--- config.mk ---
export PLATFORM = sky130hd
export DESIGN_NAME = vga_timing_gen
export DESIGN_NICKNAME = d
export VERILOG_FILES = /design/src/rtl/vga_timing_pkg.sv /design/src/rtl/vga_pix_tick.sv /design/src/rtl/vga_timing_gen.sv
export SDC_FILE = /design/constraint.sdc
export NUM_CORES = 1
export LEC_CHECK = 0
export BUFFER_PORTS_ARGS = -buffer_cell sky130_fd_sc_hd__buf_4
export CAP_MARGIN = 15
export CORE_ASPECT_RATIO = 1.75
export CORE_MARGIN = 2
export CORE_UTILIZATION = 50
export CTS_CLUSTER_SIZE = 20
export DETAILED_ROUTE_END_ITERATION = 8
export PLACE_DENSITY = 0.76
export RECOVER_POWER = 100
export SKIP_CTS_REPAIR_TIMING = 1
export SYNTH_ARGS = -nofsm -noshare
export SYNTH_HDL_FRONTEND = slang
export SYNTH_SLANG_ARGS = --single-unit
--- constraint.sdc ---
create_clock -name clock -period 2.6 [get_ports clock]
set_clock_uncertainty 0.1 [all_clocks]
set_input_delay 0.13 -clock clock [delete_from_list [all_inputs] [get_ports clock]]
set_output_delay 0.13 -clock clock [all_outputs]
set_load 0.005 [all_outputs]
--- src/rtl/vga_timing_pkg.sv ---
`default_nettype none
// ============================================================================
//  Module      : vga_timing_pkg
//  Description : Shared constants and types for the VGA timing generator.
//                640x480@60 timing values with derived line/frame totals,
//                the 12-bit raster coordinate type and sync polarity codes.
//  Revision    : 1.0  initial release
// ============================================================================
package vga_timing_pkg;

    // 640x480@60 horizontal timing, in pixels
    localparam int unsigned VGA_H_ACTIVE = 640;
    localparam int unsigned VGA_H_FP     = 16;
    localparam int unsigned VGA_H_SYNC   = 96;
    localparam int unsigned VGA_H_BP     = 48;

    // 640x480@60 vertical timing, in lines
    localparam int unsigned VGA_V_ACTIVE = 480;
    localparam int unsigned VGA_V_FP     = 10;
    localparam int unsigned VGA_V_SYNC   = 2;
    localparam int unsigned VGA_V_BP     = 33;

    localparam int unsigned VGA_H_TOTAL  = VGA_H_ACTIVE + VGA_H_FP + VGA_H_SYNC + VGA_H_BP;
    localparam int unsigned VGA_V_TOTAL  = VGA_V_ACTIVE + VGA_V_FP + VGA_V_SYNC + VGA_V_BP;

    // 100 MHz system clock divided down to a 25 MHz pixel rate
    localparam int unsigned VGA_CLK_DIV    = 4;
    localparam int unsigned VGA_SYNC_DELAY = 2;

    // Raster coordinate as seen by the icon / world-map lookups
    typedef logic [11:0] coord_t;

    // Asserted level of horiz_sync / vert_sync
    localparam logic SYNC_ACTIVE_LOW  = 1'b0;
    localparam logic SYNC_ACTIVE_HIGH = 1'b1;

endpackage : vga_timing_pkg
`default_nettype wire

--- src/rtl/vga_pix_tick.sv ---
`default_nettype none
// ============================================================================
//  Module      : vga_pix_tick
//  Description : Pixel-rate divider. A counter runs 0..CLK_DIV-1 and wraps;
//                o_tick is high while the counter sits at CLK_DIV-1. With
//                CLK_DIV==1 the tick is high on every clock outside reset.
//  Ports       : clk    in  system clock
//                rst    in  synchronous active-high reset
//                o_tick out one-clock strobe per pixel period
//  Revision    : 1.0  initial release
// ============================================================================
module vga_pix_tick #(
    parameter int unsigned CLK_DIV = 4
) (
    input  logic clk,
    input  logic rst,
    output logic o_tick
);

    generate
        if (CLK_DIV <= 1) begin : g_div_bypass
            // No divider state: every clock is a pixel.
            assign o_tick = ~rst;
        end else begin : g_div_count
            localparam int unsigned DIV_W = $clog2(CLK_DIV);
            localparam logic [DIV_W-1:0] C_DIV_LAST = DIV_W'(CLK_DIV - 1);

            logic [DIV_W-1:0] r_div;

            always_ff @(posedge clk) begin
                if (rst) begin
                    r_div <= '0;
                end else if (r_div == C_DIV_LAST) begin
                    r_div <= '0;
                end else begin
                    r_div <= r_div + 1'b1;
                end
            end

            assign o_tick = (r_div == C_DIV_LAST) && !rst;
        end
    endgenerate

endmodule : vga_pix_tick
`default_nettype wire

--- src/rtl/vga_timing_gen.sv ---
`default_nettype none
// ============================================================================
//  Module      : vga_timing_gen
//  Description : Display timing generator. Raster counters advance once per
//                pixel tick; every output is a registered decode of the
//                counters, one clock behind them.
//  Ports       : clock        in   system clock
//                reset        in   synchronous active-high reset
//                horiz_sync   out  horizontal sync (asserted level SYNC_POL)
//                vert_sync    out  vertical sync   (asserted level SYNC_POL)
//                video_on     out  current pixel lies in the active region
//                pixel_row    out  12-bit line counter, 0..V_TOTAL-1
//                pixel_column out  12-bit pixel counter, 0..H_TOTAL-1
//                pix_tick     out  high in the clock a new pixel is presented
//                line_start   out  pulse with the tick presenting column 0
//                frame_start  out  pulse with the tick presenting (0,0)
//  Config      : VGA_SYNC_DELAY_EN - when defined, both syncs pass through a
//                SYNC_DELAY-deep shift register (stages reset inactive) so
//                they line up with the registered colorizer output.
//  Revision    : 1.0  initial release
// ============================================================================
module vga_timing_gen
    import vga_timing_pkg::*;
#(
    parameter int unsigned H_ACTIVE   = VGA_H_ACTIVE,
    parameter int unsigned H_FP       = VGA_H_FP,
    parameter int unsigned H_SYNC     = VGA_H_SYNC,
    parameter int unsigned H_BP       = VGA_H_BP,
    parameter int unsigned V_ACTIVE   = VGA_V_ACTIVE,
    parameter int unsigned V_FP       = VGA_V_FP,
    parameter int unsigned V_SYNC     = VGA_V_SYNC,
    parameter int unsigned V_BP       = VGA_V_BP,
    parameter logic        SYNC_POL   = SYNC_ACTIVE_LOW,
    parameter int unsigned CLK_DIV    = VGA_CLK_DIV,
    parameter int unsigned SYNC_DELAY = VGA_SYNC_DELAY
) (
    input  logic        clock,
    input  logic        reset,
    output logic        horiz_sync,
    output logic        vert_sync,
    output logic        video_on,
    output logic [11:0] pixel_row,
    output logic [11:0] pixel_column,
    output logic        pix_tick,
    output logic        line_start,
    output logic        frame_start
);

    localparam coord_t C_H_LAST   = coord_t'(H_ACTIVE + H_FP + H_SYNC + H_BP - 1);
    localparam coord_t C_V_LAST   = coord_t'(V_ACTIVE + V_FP + V_SYNC + V_BP - 1);
    localparam coord_t C_H_ACTIVE = coord_t'(H_ACTIVE);
    localparam coord_t C_V_ACTIVE = coord_t'(V_ACTIVE);
    localparam coord_t C_HS_FIRST = coord_t'(H_ACTIVE + H_FP);
    localparam coord_t C_HS_LAST  = coord_t'(H_ACTIVE + H_FP + H_SYNC - 1);
    localparam coord_t C_VS_FIRST = coord_t'(V_ACTIVE + V_FP);
    localparam coord_t C_VS_LAST  = coord_t'(V_ACTIVE + V_FP + V_SYNC - 1);

`ifdef VGA_SYNC_DELAY_EN
    localparam int unsigned C_SYNC_STAGES = SYNC_DELAY;
`else
    localparam int unsigned C_SYNC_STAGES = 0;
`endif

    logic   w_tick;
    coord_t r_h;
    coord_t r_v;
    // Marks the clock right after the counters moved, so the output
    // registers can flag the first clock that shows the new pixel.
    logic   r_adv;

    vga_pix_tick #(
        .CLK_DIV (CLK_DIV)
    ) u_pix_tick (
        .clk    (clock),
        .rst    (reset),
        .o_tick (w_tick)
    );

    // ------------------------------------------------------------------
    // Raster counters
    // ------------------------------------------------------------------
    always_ff @(posedge clock) begin
        if (reset) begin
            r_h   <= '0;
            r_v   <= '0;
            r_adv <= 1'b0;
        end else begin
            r_adv <= w_tick;
            if (w_tick) begin
                if (r_h == C_H_LAST) begin
                    r_h <= '0;
                    r_v <= (r_v == C_V_LAST) ? '0 : r_v + 1'b1;
                end else begin
                    r_h <= r_h + 1'b1;
                end
            end
        end
    end

    // ------------------------------------------------------------------
    // Decode and output registers
    // ------------------------------------------------------------------
    logic w_video_on;
    logic w_hs_win;
    logic w_vs_win;
    logic w_line_start;
    logic w_frame_start;

    assign w_video_on    = (r_h < C_H_ACTIVE) && (r_v < C_V_ACTIVE);
    assign w_hs_win      = (r_h >= C_HS_FIRST) && (r_h <= C_HS_LAST);
    assign w_vs_win      = (r_v >= C_VS_FIRST) && (r_v <= C_VS_LAST);
    // r_adv is clear after reset, so the implicit (0,0) never pulses.
    assign w_line_start  = r_adv && (r_h == '0);
    assign w_frame_start = r_adv && (r_h == '0) && (r_v == '0);

    logic r_hs;
    logic r_vs;

    always_ff @(posedge clock) begin
        if (reset) begin
            pixel_row    <= '0;
            pixel_column <= '0;
            video_on     <= 1'b0;
            pix_tick     <= 1'b0;
            line_start   <= 1'b0;
            frame_start  <= 1'b0;
            r_hs         <= ~SYNC_POL;
            r_vs         <= ~SYNC_POL;
        end else begin
            pixel_row    <= r_v;
            pixel_column <= r_h;
            video_on     <= w_video_on;
            pix_tick     <= r_adv;
            line_start   <= w_line_start;
            frame_start  <= w_frame_start;
            r_hs         <= w_hs_win ? SYNC_POL : ~SYNC_POL;
            r_vs         <= w_vs_win ? SYNC_POL : ~SYNC_POL;
        end
    end

    // ------------------------------------------------------------------
    // Optional sync alignment delay
    // ------------------------------------------------------------------
    generate
        if (C_SYNC_STAGES > 0) begin : g_sync_pipe
            logic [C_SYNC_STAGES-1:0] r_hs_pipe;
            logic [C_SYNC_STAGES-1:0] r_vs_pipe;

            always_ff @(posedge clock) begin
                if (reset) begin
                    r_hs_pipe <= {C_SYNC_STAGES{~SYNC_POL}};
                    r_vs_pipe <= {C_SYNC_STAGES{~SYNC_POL}};
                end else begin
                    r_hs_pipe[0] <= r_hs;
                    r_vs_pipe[0] <= r_vs;
                    for (int i = 1; i < int'(C_SYNC_STAGES); i++) begin
                        r_hs_pipe[i] <= r_hs_pipe[i-1];
                        r_vs_pipe[i] <= r_vs_pipe[i-1];
                    end
                end
            end

            assign horiz_sync = r_hs_pipe[C_SYNC_STAGES-1];
            assign vert_sync  = r_vs_pipe[C_SYNC_STAGES-1];
        end else begin : g_sync_direct
            assign horiz_sync = r_hs;
            assign vert_sync  = r_vs;
        end
    endgenerate

endmodule : vga_timing_gen
`default_nettype wire

; ---- Word-level counts from Yosys, hierarchy flattened
; Index checks and enable logic that the tools add are counted.
[word_totals]
n_memories = 0
output_inout_bits = 30
ramBits = 0
register_bits = 57
inputBits = 2
mem_bits_ro = 0
wordCells = 39
latch_bits = 0
[classes]
bitwise = 0
n_eq_ne = 3
reduce_logical = 11
order_cmp = 6
multipliers = 0
n_addsub = 3
n_shift = 0
muxes = 4
div = 0
[op_table]
columns = op, count
row1 = $add 12x1->12 const B, 2
row2 = $eq 12x10->1 const B, 2
row3 = $logic_not 12->1, 2
row4 = $mux 12, 2
row5 = $ge 12x10->1 const B, 1
row6 = $ge 12x9->1 const B, 1
row7 = $le 12x10->1 const B, 1
row8 = $le 12x9->1 const B, 1
row9 = $lt 12x10->1 const B, 1
row10 = $lt 12x9->1 const B, 1
row11 = $logic_and 1x1->1, 6
row12 = $add 2x1->2 const B, 1
row13 = $eq 2x2->1 const B, 1
row14 = $mux 1, 2
row15 = $reduce_and 2->1, 1
row16 = $reduce_or 2->1, 1
row17 = $logic_not 1->1, 1

; ---- Longest topological paths before layout
; Gate-level depths: netlist (run 1).
[depth]
word_depth = 3
depth_mapped = 8
mapped_depth_nobuf = 6

; ---- By module
; A second synthesis (run 1) with hierarchy kept.
[unflattened]
cells_unflattened = 222
hier_area_um2 = 2164.6
[modules_own_cells]
columns = mod, seq_area_each_um2, instances, area_per_inst_um2, cells_per_inst
row1 = vga_timing_gen, 1101.1, 1, 2080.7, 216
row2 = vga_pix_tick, 40.0, 1, 83.8, 6

; ---- Least setup slack after synthesis (run 1)
; OpenSTA, ideal clock, no wires.
[synth_timing]
path_kind = reg2reg
from = register r_h[5]
to = register r_v[8]
required_ns = 2.421
path_stages_with_launch = 7
n_path_buf = 2
setup_time_ns = 0.079
synth_period_minus_slack_ns = 2.432
path_slack_ns = 0.168
t_arrival_ns = 2.252
cell_sequence = dfxtp_1 > buf_6 > or4_1 > or4_1 > buf_2 > or4_4 > a211oi_2
[synth_via]
elab_chain_len = 2
[synth_lines]
columns = item, line_no
row1 = "start, declared", vga_timing_gen.sv:65  ; coord_t r_h;
row2 = "start signal, assigned", vga_timing_gen.sv:94  ; r_h <= r_h + 1'b1;
row3 = $eq 12x10->1, vga_timing_gen.sv:90  ; if (r_h == C_H_LAST) begin
row4 = $reduce_and 2->1 (no line), n/a
row5 = "end signal, assigned", vga_timing_gen.sv:92  ; r_v <= (r_v == C_V_LAST) ? '0 : r_v + 1'b1;
row6 = "end, declared", vga_timing_gen.sv:66  ; coord_t r_v;
; Every way passes these cells.
; A chain may end at the register's enable or synchronous reset.

; ---- Worst setup path after layout (run 1)
; Ends and elaborated chain as after synthesis.

==> flow_metrics.env, run 1 <==
export IMPL_syn_inst=248
export IMPL_grtUsageTotal_pct=23.2
export IMPL_wl_per_cell_um=14.7
export IMPL_clkSinkCount=57
export IMPL_maxCapViolations=0
export IMPL_clkTransAtPathRegs_ns=0.05
export IMPL_rsz0062_at_grt="no"
export IMPL_diodes=0
export IMPL_setup_viol=0
export IMPL_cts_buffer_depth=2
export IMPL_antenna_found_initial=0
export IMPL_required_ns=2.74
export IMPL_dieWidth_um=54.8
export IMPL_drcViolationCount=0
export IMPL_dieHeight_um=92.9
export IMPL_ys_ff_latch=57
export IMPL_worstSetupPathType="register to register"
export IMPL_synth_edf_count=0
export IMPL_finalSetupTns_ns=0
export IMPL_r2r_end="r_v[8]"
export IMPL_endpoint_kind="register"
export IMPL_num_vias=1880
export IMPL_finalCriticalPeriod_ns=2.43
export IMPL_r2r_cells=4
export IMPL_die_area_sq_mm=0.00509
export IMPL_firstDrtPassIters=4
export IMPL_cts_root_buf="clkbuf_8"
export IMPL_routed_wl_um=4940
export IMPL_place_inst=322
export IMPL_yosysSeqAreaShare_pct=50.6
export IMPL_ys_warn_count=0
export IMPL_timing_hold_worst_start="reset"
export IMPL_synthDistinctLibCells=37
export IMPL_drt_iter0_drc=73
export IMPL_synth_main_ff_cell="dfxtp_1"
export IMPL_netlist_top_cells_count="57 x dfxtp_1, 29 x nor2_1, 18 x inv_1"
export IMPL_r2r_slack_ns=0.17
export IMPL_nets=289
export IMPL_grt_pass1_vias=1814
export IMPL_hold_class="input port to register"
export IMPL_ant_nets=0
export IMPL_synth_nets=255
export IMPL_cts_tree="done"
export IMPL_ir_drop_uv=704
export IMPL_hold_ws_ns=0.160
export IMPL_initial_core_util_pct=51.7
export IMPL_io_pins=32
export IMPL_clock_latency_ns=0.33
export IMPL_syn_area_sq_mm=0.00226
export IMPL_slew_violations=0
export IMPL_max_freq_ghz=0.412
export IMPL_layout_drive_gt1_share_pct=16.1
export IMPL_grt_pass1_wl_um=8270
export IMPL_status="finished, final reports clean"
export IMPL_htreeDepth=3
export IMPL_core_area_sq_mm=0.00436
export IMPL_min_to="r_adv"
export IMPL_slew_headroom_pct=65.4
export IMPL_synth_top_area_cell="dfxtp_1"
export IMPL_synth_top_cell_area_share_pct=50.6
export IMPL_async_flop_share_pct=0
export IMPL_power_density_mw_per_mm2=605
export IMPL_viasPerCell=5.60
export IMPL_worstMarginPinSlew_ns=0.515
export IMPL_cts_buffers=9
export IMPL_area_growth_pct=18.4
export IMPL_finalCritPeriodShare_pct=93.3
export IMPL_r2r_start="r_h[5]"
export IMPL_syn_area_per_cell_sq_um=9.10
export IMPL_fin_cells=336
export IMPL_path_max_fanout=8
export IMPL_detailed_place_hpwl_um=3480
export IMPL_rows=32
export IMPL_finalHoldViolCount=0
export IMPL_overflow=0
export IMPL_netlist_top_cells_area="dfxtp_1 51%, nor2_1 4.8%, o32ai_1 3.5%, or3_1 3.1%, inv_1 3.0%"
export IMPL_synth_most_common_cell="dfxtp_1"
export IMPL_cp_start_kind="register"
export IMPL_grt_max_degree=53
export IMPL_min_path_cells=3
export IMPL_crit_arrival_ns=2.57
export IMPL_leakage_nw=0.974
export IMPL_portBuffers=31
export IMPL_gp_congestion=0.882
-- cell families (layout without fill, tap and decap cells) --
| kind of cell | Yosys count | in the layout | synth area share [%] |
|---|---|---|---|
| DFF | 57 | 57 | 50.6 |
| and+or+nand+nor | 114 | 114 | 27.7 |
| adders and majority gates | 5 | 5 | 2.77 |
| xor gates and xnor gates | 9 | 9 | 3.49 |
| AOI/OAI and AO/OA | 31 | 31 | 9.76 |
| buffers and inverters | 32 | 69 | 5.71 |
-- registers in the layout (all words and copies together) (netlist names) --
register and flops:
frame_start 1, horiz_sync 1, line_start 1, pix_tick 1
pixel_column 12, pixel_row 12, r_adv 1, r_h 12
r_v 12, u_pix_tick.g_div_count.r_div 2, vert_sync 1, video_on 1
-- layout by cell type (no fill, tap or decap), drive strengths merged, types with 5 or more instances in the layout --
master	count
nor3	7
or3	11
nand3	7
xnor2	7
a211oi	6
nand4	8
nor4	6
nor2b	10
nand2	9
clkbuf	47
o32ai	9
nor2	29
inv	19
nand2b	9
dfxtp	57
or4	5
ha	5
a21oi	8
-- critical path, stage by stage, from the launching register on --
cell and delay (ns):
dfxtp_1 0.38, or4_1 0.59, or4_1 0.55, or4_4 0.49, a211oi_1 0.24
-- report_power, final --
group / total, mW / internal, mW / switching [mW]
sequential: 0.886 / 0.882 / 0.00383
combinational: 0.0377 / 0.0143 / 0.0234
clock: 0.692 / 0.388 / 0.304
total: 1.62 / 1.28 / 0.332
-- how the worst max path moves through the flow --
stage	end	depth (start not counted)	from	slack, ns
5_1_grt	r_v[8]	4	r_h[5]	0.16
3_3_place_gp	r_v[8]	4	r_h[5]	0.27
6_report	r_v[8]	4	r_h[5]	0.17
4_1_cts	r_v[8]	4	r_h[5]	0.20
2_1_floorplan	r_v[8]	6	r_h[5]	0.17
3_5_place_dp	r_v[8]	4	r_h[5]	0.21
-- layer usage --
metal,GRT usage [%],share of wire (%)
met5,0,0
met4,17.1,4.5
met3,6.94,4.7
met2,37.1,54
met1,23.9,36
-- layout make-up --
type                    instances  area (sq um)
clock buffers                  14           163
inverters                      19          71.3
multi-input cells             159           981
well taps                      51          63.8
fillers                       395          1690
repair buffers                 36           251
flip-flops and latches         57          1140
-- stage by stage --
stage	worst slack [ns]	util [%]	total power [mW]	instance area [sq um]
3_3_place_gp	0.269	58.0	0.943	2530
4_1_cts	0.204	61.8	1.63	2700
5_1_grt	0.157	61.2	1.68	2670
2_1_floorplan	0.168	-	0.932	2260
6_report	0.174	61.2	1.62	2670
3_5_place_dp	0.210	58.0	0.944	2530
No activity file was read; power rests on OpenSTA's default activity.
==> run 2: changes to the inputs <==
ABC_AREA = 1   (was unset)
CORE_ASPECT_RATIO = unset   (was 1.75)
CORE_UTILIZATION = 51   (was 50)
PLACE_DENSITY = 0.77   (was 0.76)
==> run 2 against run 1 <==
Net effect:
- synthesized area is 8.0% higher
- critical path depth is 3 higher
- final cell count is 25% higher
- clock power is 36% higher
- global-route usage is 0.88 points lower
- sequential share of layout area is 3.2 points lower
- final area is 8.0% higher
- combinational power is 9.5% higher
- first-iteration DRC count is 150% higher
- sequential cell count stayed put
- wire length is 9.5% higher
- worst hold slack worse by 0.048 ns
- critical endpoint is now r_v[5]
- largest cell class unchanged
- largest power group is now the clock network
==> flow_metrics.env, run 2 <==
export IMPL_synth_nets=333
export IMPL_area_growth_pct=18.3
export IMPL_ys_warn_count=0
export IMPL_cp_start_kind="register"
export IMPL_viasPerCell=5.11
export IMPL_netlist_top_cells_count="69 x nand2_1, 63 x nor2_1, 57 x dfxtp_1"
export IMPL_hold_class="input port to register"
export IMPL_path_max_fanout=6
export IMPL_synthAdderAreaFrac_pct=2.57
export IMPL_synth_top_family_by_area="simple AND/OR/NAND/NOR gates"
export IMPL_grt_pass1_vias=1982
export IMPL_routed_wl_um=5410
export IMPL_synth_top_cell_area_share_pct=46.8
export IMPL_die_area_sq_mm=0.00535
export IMPL_max_freq_ghz=0.542
export IMPL_nets=368
export IMPL_overflow=0
export IMPL_syn_area_per_cell_sq_um=7.48
export IMPL_initial_core_util_pct=52.3
export IMPL_layout_drive_gt1_share_pct=15.3
export IMPL_finalCritPeriodShare_pct=71.0
export IMPL_synthDistinctLibCells=26
export IMPL_clkTransAtPathRegs_ns=0.06
export IMPL_status="finished, final reports clean"
export IMPL_finalSetupTns_ns=0
export IMPL_dieHeight_um=73.1
export IMPL_syn_area_sq_mm=0.00244
export IMPL_gp_congestion=0.939
export IMPL_fillers=414
export IMPL_htreeDepth=3
export IMPL_rsz0062_at_grt="no"
export IMPL_worstPathBufferInverterCount=0
export IMPL_clkSinkCount=57
export IMPL_detailed_place_hpwl_um=3920
export IMPL_synth_top_area_cell="dfxtp_1"
export IMPL_seq_area_sq_mm=0.00114
export IMPL_cts_root_buf="clkbuf_8"
export IMPL_async_flop_share_pct=0
export IMPL_ant_nets=0
export IMPL_endpoint_kind="register"
export IMPL_yosysSeqAreaShare_pct=46.8
export IMPL_dieWidth_um=73.1
export IMPL_p_seq_share_pct=47.4
export IMPL_layout_common_cells="72 x nand2_1, 65 x nor2_1, 57 x dfxtp_1"
export IMPL_ys_ff_latch=57
export IMPL_firstDrtPassIters=4
export IMPL_syn_inst=326
export IMPL_stdcell_area_sq_mm=0.00288
export IMPL_cts_buffers=9
export IMPL_netlist_top_cells_area="dfxtp_1 47%, nand2_1 11%, nor2_1 9.7%, inv_1 5.1%, nand4_1 3.6%"
export IMPL_p_comb_share_pct=2.2
export IMPL_leakage_nw=1.24
export IMPL_power_density_mw_per_mm2=647
export IMPL_synth_xor_area_share_pct=1.44
export IMPL_slew_violations=0
export IMPL_placed_cell_area_sq_mm=0.00270
export IMPL_switching_share_pct=20.6
export IMPL_intPower_mw=1.48
export IMPL_portBuffers=31
export IMPL_worstPathCellList="ha_1 > nand2_1 > nor2_1 > nand3_1 > nor2_4 > nand2_1 > a21oi_1"
export IMPL_yosys_area_share_simple_pct=36.8
export IMPL_drcViolationCount=0
export IMPL_synth_compound_area_share_pct=4.52
export IMPL_synthMuxAreaShare_pct=0
export IMPL_num_vias=2148
export IMPL_io_pins=32
export IMPL_multi_input_area_sq_mm=0.00107
export IMPL_wl_per_cell_um=12.9
export IMPL_grt_max_degree=39
export IMPL_setup_viol=0
export IMPL_core_area_sq_mm=0.00466
export IMPL_crit_path_frequent_cell="nand2_1"
export IMPL_p_clk_share_pct=50.3
export IMPL_crit_family="simple AND/OR/NAND/NOR gates"
export IMPL_ir_drop_uv=399
export IMPL_layout_commonest_cell="nand2_1"
export IMPL_worstMarginPinSlew_ns=0.425
export IMPL_grt_pass1_wl_um=8890
export IMPL_maxCapViolations=0
export IMPL_critPathSlowestCell="dfxtp_1"
export IMPL_grtUsageTotal_pct=22.3
export IMPL_synth_edf_count=0
export IMPL_synth_most_common_cell="nand2_1"
export IMPL_worstSetupPathType="register to register"
export IMPL_antenna_found_initial=0
export IMPL_cts_buffer_depth=2
export IMPL_crit_arrival_ns=2.00
export IMPL_cts_tree="done"
export IMPL_slew_headroom_pct=71.7
export IMPL_slowest_delay_ns=0.36
export IMPL_power_switching_mw=0.384
export IMPL_clock_latency_ns=0.34
export IMPL_finalHoldViolCount=0
export IMPL_finalCriticalPeriod_ns=1.85
export IMPL_rows=25
export IMPL_synth_main_ff_cell="dfxtp_1"
export IMPL_diodes=0
export IMPL_drt_iter0_drc=179
export IMPL_required_ns=2.76
run 2: power groups by stage:
stage,Sequential [mW],Combinational (mW),Clock [mW]
2_1_floorplan,0.904,0.0334,0
3_3_place_gp,0.904,0.0430,0
3_5_place_dp,0.904,0.0439,0
4_1_cts,0.884,0.0440,0.952
5_1_grt,0.885,0.0484,0.976
6_report,0.884,0.0413,0.939
run 2: layer usage:
metal,global-route usage (%),share of wire [%]
met4,15.0,3.4
met3,4.70,5.3
met2,34.3,45
met5,0,0
met1,27.8,47
run 2: metrics by stage:
stage / util, % / setup WS [ns] / cells / power (mW) / hold WS (ns)
after floorplan: - / 1.20 / 326 / 0.937 / 0.193
after global placement: 57.8 / 0.964 / 404 / 0.947 / 0.306
after detailed placement: 57.8 / 0.881 / 404 / 0.948 / 0.314
after CTS: 62.7 / 0.862 / 420 / 1.88 / 0.0988
after global routing: 61.9 / 0.555 / 420 / 1.91 / 0.131
final: 61.9 / 0.755 / 420 / 1.86 / 0.112
run 2: worst reg2reg max path, delay by kind of cell, from the launching register on:
kind                       cells  cell delay (ns)
DFF                            1             0.36
and+or+nand+nor                5             0.97
adders and majority gates      1             0.17
AOI/OAI and AO/OA              1             0.16
run 2: final timing paths:
path                             start              end  slack (ns)  cells after the start
worst max register to register  r_h[1]           r_v[5]        0.75                      7
worst min-delay path             reset  pixel_column[0]        0.11                      2
worst max-delay path            r_h[1]           r_v[5]        0.75                      7
worst min register to register   r_adv         pix_tick        0.32                      2
run 2: area by class of cell:
type / count / share of cell area, %
sequential: 57 / 39.6
clock buffer: 11 / 5.25
timing repair buffer: 31 / 7.81
multi-input combinational: 222 / 37.1
inverter: 40 / 5.21
tap: 54 / 2.34
clock inverter: 5 / 2.69
run 2: cells by family (layout without fill, tap and decap cells):
kind of cell / Yosys count / after routing
buf+inv: 47 / 87
compound gates: 22 / 22
xor+xnor: 4 / 4
flops: 57 / 57
fa+ha+maj: 5 / 5
simple gates: 191 / 191
==> run 3: changes to the inputs <==
clock period = 1.5 ns   (was 2.6 ns; I/O delays follow)
==> run 3 against run 2 <==
Net effect:
- sequential share of layout area down 3.4 points
- final area increased by 10%
- wire length rose by 6.0%
- maximum frequency increased by 25%
- worst setup slack lost 0.73 ns
- sequential power increased by 74%
- largest power group is now sequential cells
==> flow_metrics.env, run 3 (same netlist as run 2, synthesis figures left out) <==
export IMPL_firstDrtPassIters=5
export IMPL_htreeDepth=3
export IMPL_diodes=0
export IMPL_dieWidth_um=73.1
export IMPL_critPathSlowestCell="dfxtp_2"
export IMPL_status="finished, final reports clean"
export IMPL_power_mw=3.11
export IMPL_rows=25
export IMPL_viasPerCell=5.21
export IMPL_drt_iter0_drc=189
export IMPL_grt_pass1_wl_um=8570
export IMPL_grt_pass1_vias=1884
export IMPL_crit_path_frequent_cell="nor2_4"
export IMPL_overflow=0
export IMPL_finalCriticalPeriod_ns=1.48
export IMPL_wl_per_cell_um=12.9
export IMPL_worstSetupPathType="register to register"
export IMPL_cts_root_buf="clkbuf_8"
export IMPL_cts_buffers=9
export IMPL_power_density_mw_per_mm2=981
export IMPL_slew_violations=0
export IMPL_dieHeight_um=73.1
export IMPL_grt_max_degree=23
export IMPL_routed_wl_um=5730
export IMPL_io_pins=32
export IMPL_finalHoldViolCount=0
export IMPL_detailed_place_hpwl_um=4100
export IMPL_required_ns=1.68
export IMPL_worstPathCellList="ha_4 > nand2_4 > nor2_4 > nand3_2 > nor2_4 > nand2_2 > a21oi_2"
export IMPL_portBuffers=31
export IMPL_layout_drive_gt1_share_pct=29.2
export IMPL_clkSinkCount=57
export IMPL_antenna_found_initial=0
export IMPL_ir_drop_uv=586
export IMPL_worstPathBufferInverterCount=0
export IMPL_initial_core_util_pct=52.3
export IMPL_clock_latency_ns=0.35
export IMPL_ant_nets=0
export IMPL_drcViolationCount=0
export IMPL_clkTransAtPathRegs_ns=0.07
export IMPL_path_max_fanout=6
export IMPL_area_growth_pct=30.3
export IMPL_slowest_delay_ns=0.36
export IMPL_finalCritPeriodShare_pct=98.4
export IMPL_crit_arrival_ns=1.66
export IMPL_hold_class="input port to register"
export IMPL_cts_buffer_depth=2
export IMPL_finish_utilization_pct=68.1
export IMPL_core_area_sq_mm=0.00466
export IMPL_nets=392
export IMPL_maxCapViolations=0
export IMPL_layout_commonest_cell="nand2_1"
export IMPL_layout_common_cells="62 x nand2_1, 59 x nor2_1, 52 x dfxtp_1"
export IMPL_setup_viol=0
export IMPL_cts_tree="done"
export IMPL_leakage_nw=1.37
export IMPL_rsz0062_at_grt="yes"
export IMPL_worstMarginPinSlew_ns=0.443
export IMPL_die_area_sq_mm=0.00535
export IMPL_cp_start_kind="register"
export IMPL_max_freq_ghz=0.677
export IMPL_gp_congestion=0.943
export IMPL_slew_headroom_pct=70.4
export IMPL_grtUsageTotal_pct=22.0
export IMPL_num_vias=2315
export IMPL_endpoint_kind="register"
export IMPL_crit_family="simple AND/OR/NAND/NOR gates"
run 3: changes by cell type in the layout (fill, tap and decap cells not counted), sizes merged:
cell / delta
inv: +1
clkbuf: +2
bufinv: -1
clkinv: -1
clkinvlp: +2
dlygate4sd3: +2
buf: +19
run 3: worst paths after layout:
| kind | startpoint | to | slack [ns] | cells past startpoint |
|---|---|---|---|---|
| setup / recovery | r_h[1] | r_v[4] | 0.02 | 7 |
| hold / removal | reset | r_h[2] | 0.04 | 4 |
| setup reg to reg | r_h[1] | r_v[4] | 0.02 | 7 |
| hold reg to reg | r_adv | pix_tick | 0.33 | 2 |
run 3: power breakdown:
| part | internal [mW] | switching [mW] |
|---|---|---|
| sequential | 1.53 | 0.00924 |
| combinational | 0.0456 | 0.0624 |
| clock | 0.813 | 0.655 |
run 3: metrics by stage:
step                std cells  setup WS [ns]  TNS [ns]  hold WS (ns)  area, sq um
floorplan                 326          0.100         0         0.138         2440
global placement          422       -0.00225  -0.00225         0.305         2830
detailed placement        422        -0.0299   -0.0599         0.313         2830
CTS                       438        -0.0510    -0.183       -0.0533         3030
global route              444        -0.0565    -0.354        0.0418         3180
finish                    444         0.0238         0        0.0376         3180
run 3: per-layer routing:
layer,part of all wire (%),GRT usage (%),vias to the layer above
met3,5.7,6.22,15
met1,46,28.7,1059
li1,-,-,1156
met2,45,31.2,85
met5,0,0,-
met4,3.2,15.2,0
run 3: final cells by class:
class | count | area [sq um]
clock buffer | 10 | 138
clock inverter | 6 | 66.3
fill | 383 | 1490
inverter | 40 | 150
multi-input combinational | 222 | 1200
sequential | 57 | 1150
tap | 54 | 67.6
timing repair buffer | 55 | 410
run 3: tightest hold or removal path: stages:
cell	delay, ns
buf_4	0.15
o21ai_0	0.10
o21ai_0	0.08
inv_1	0.04
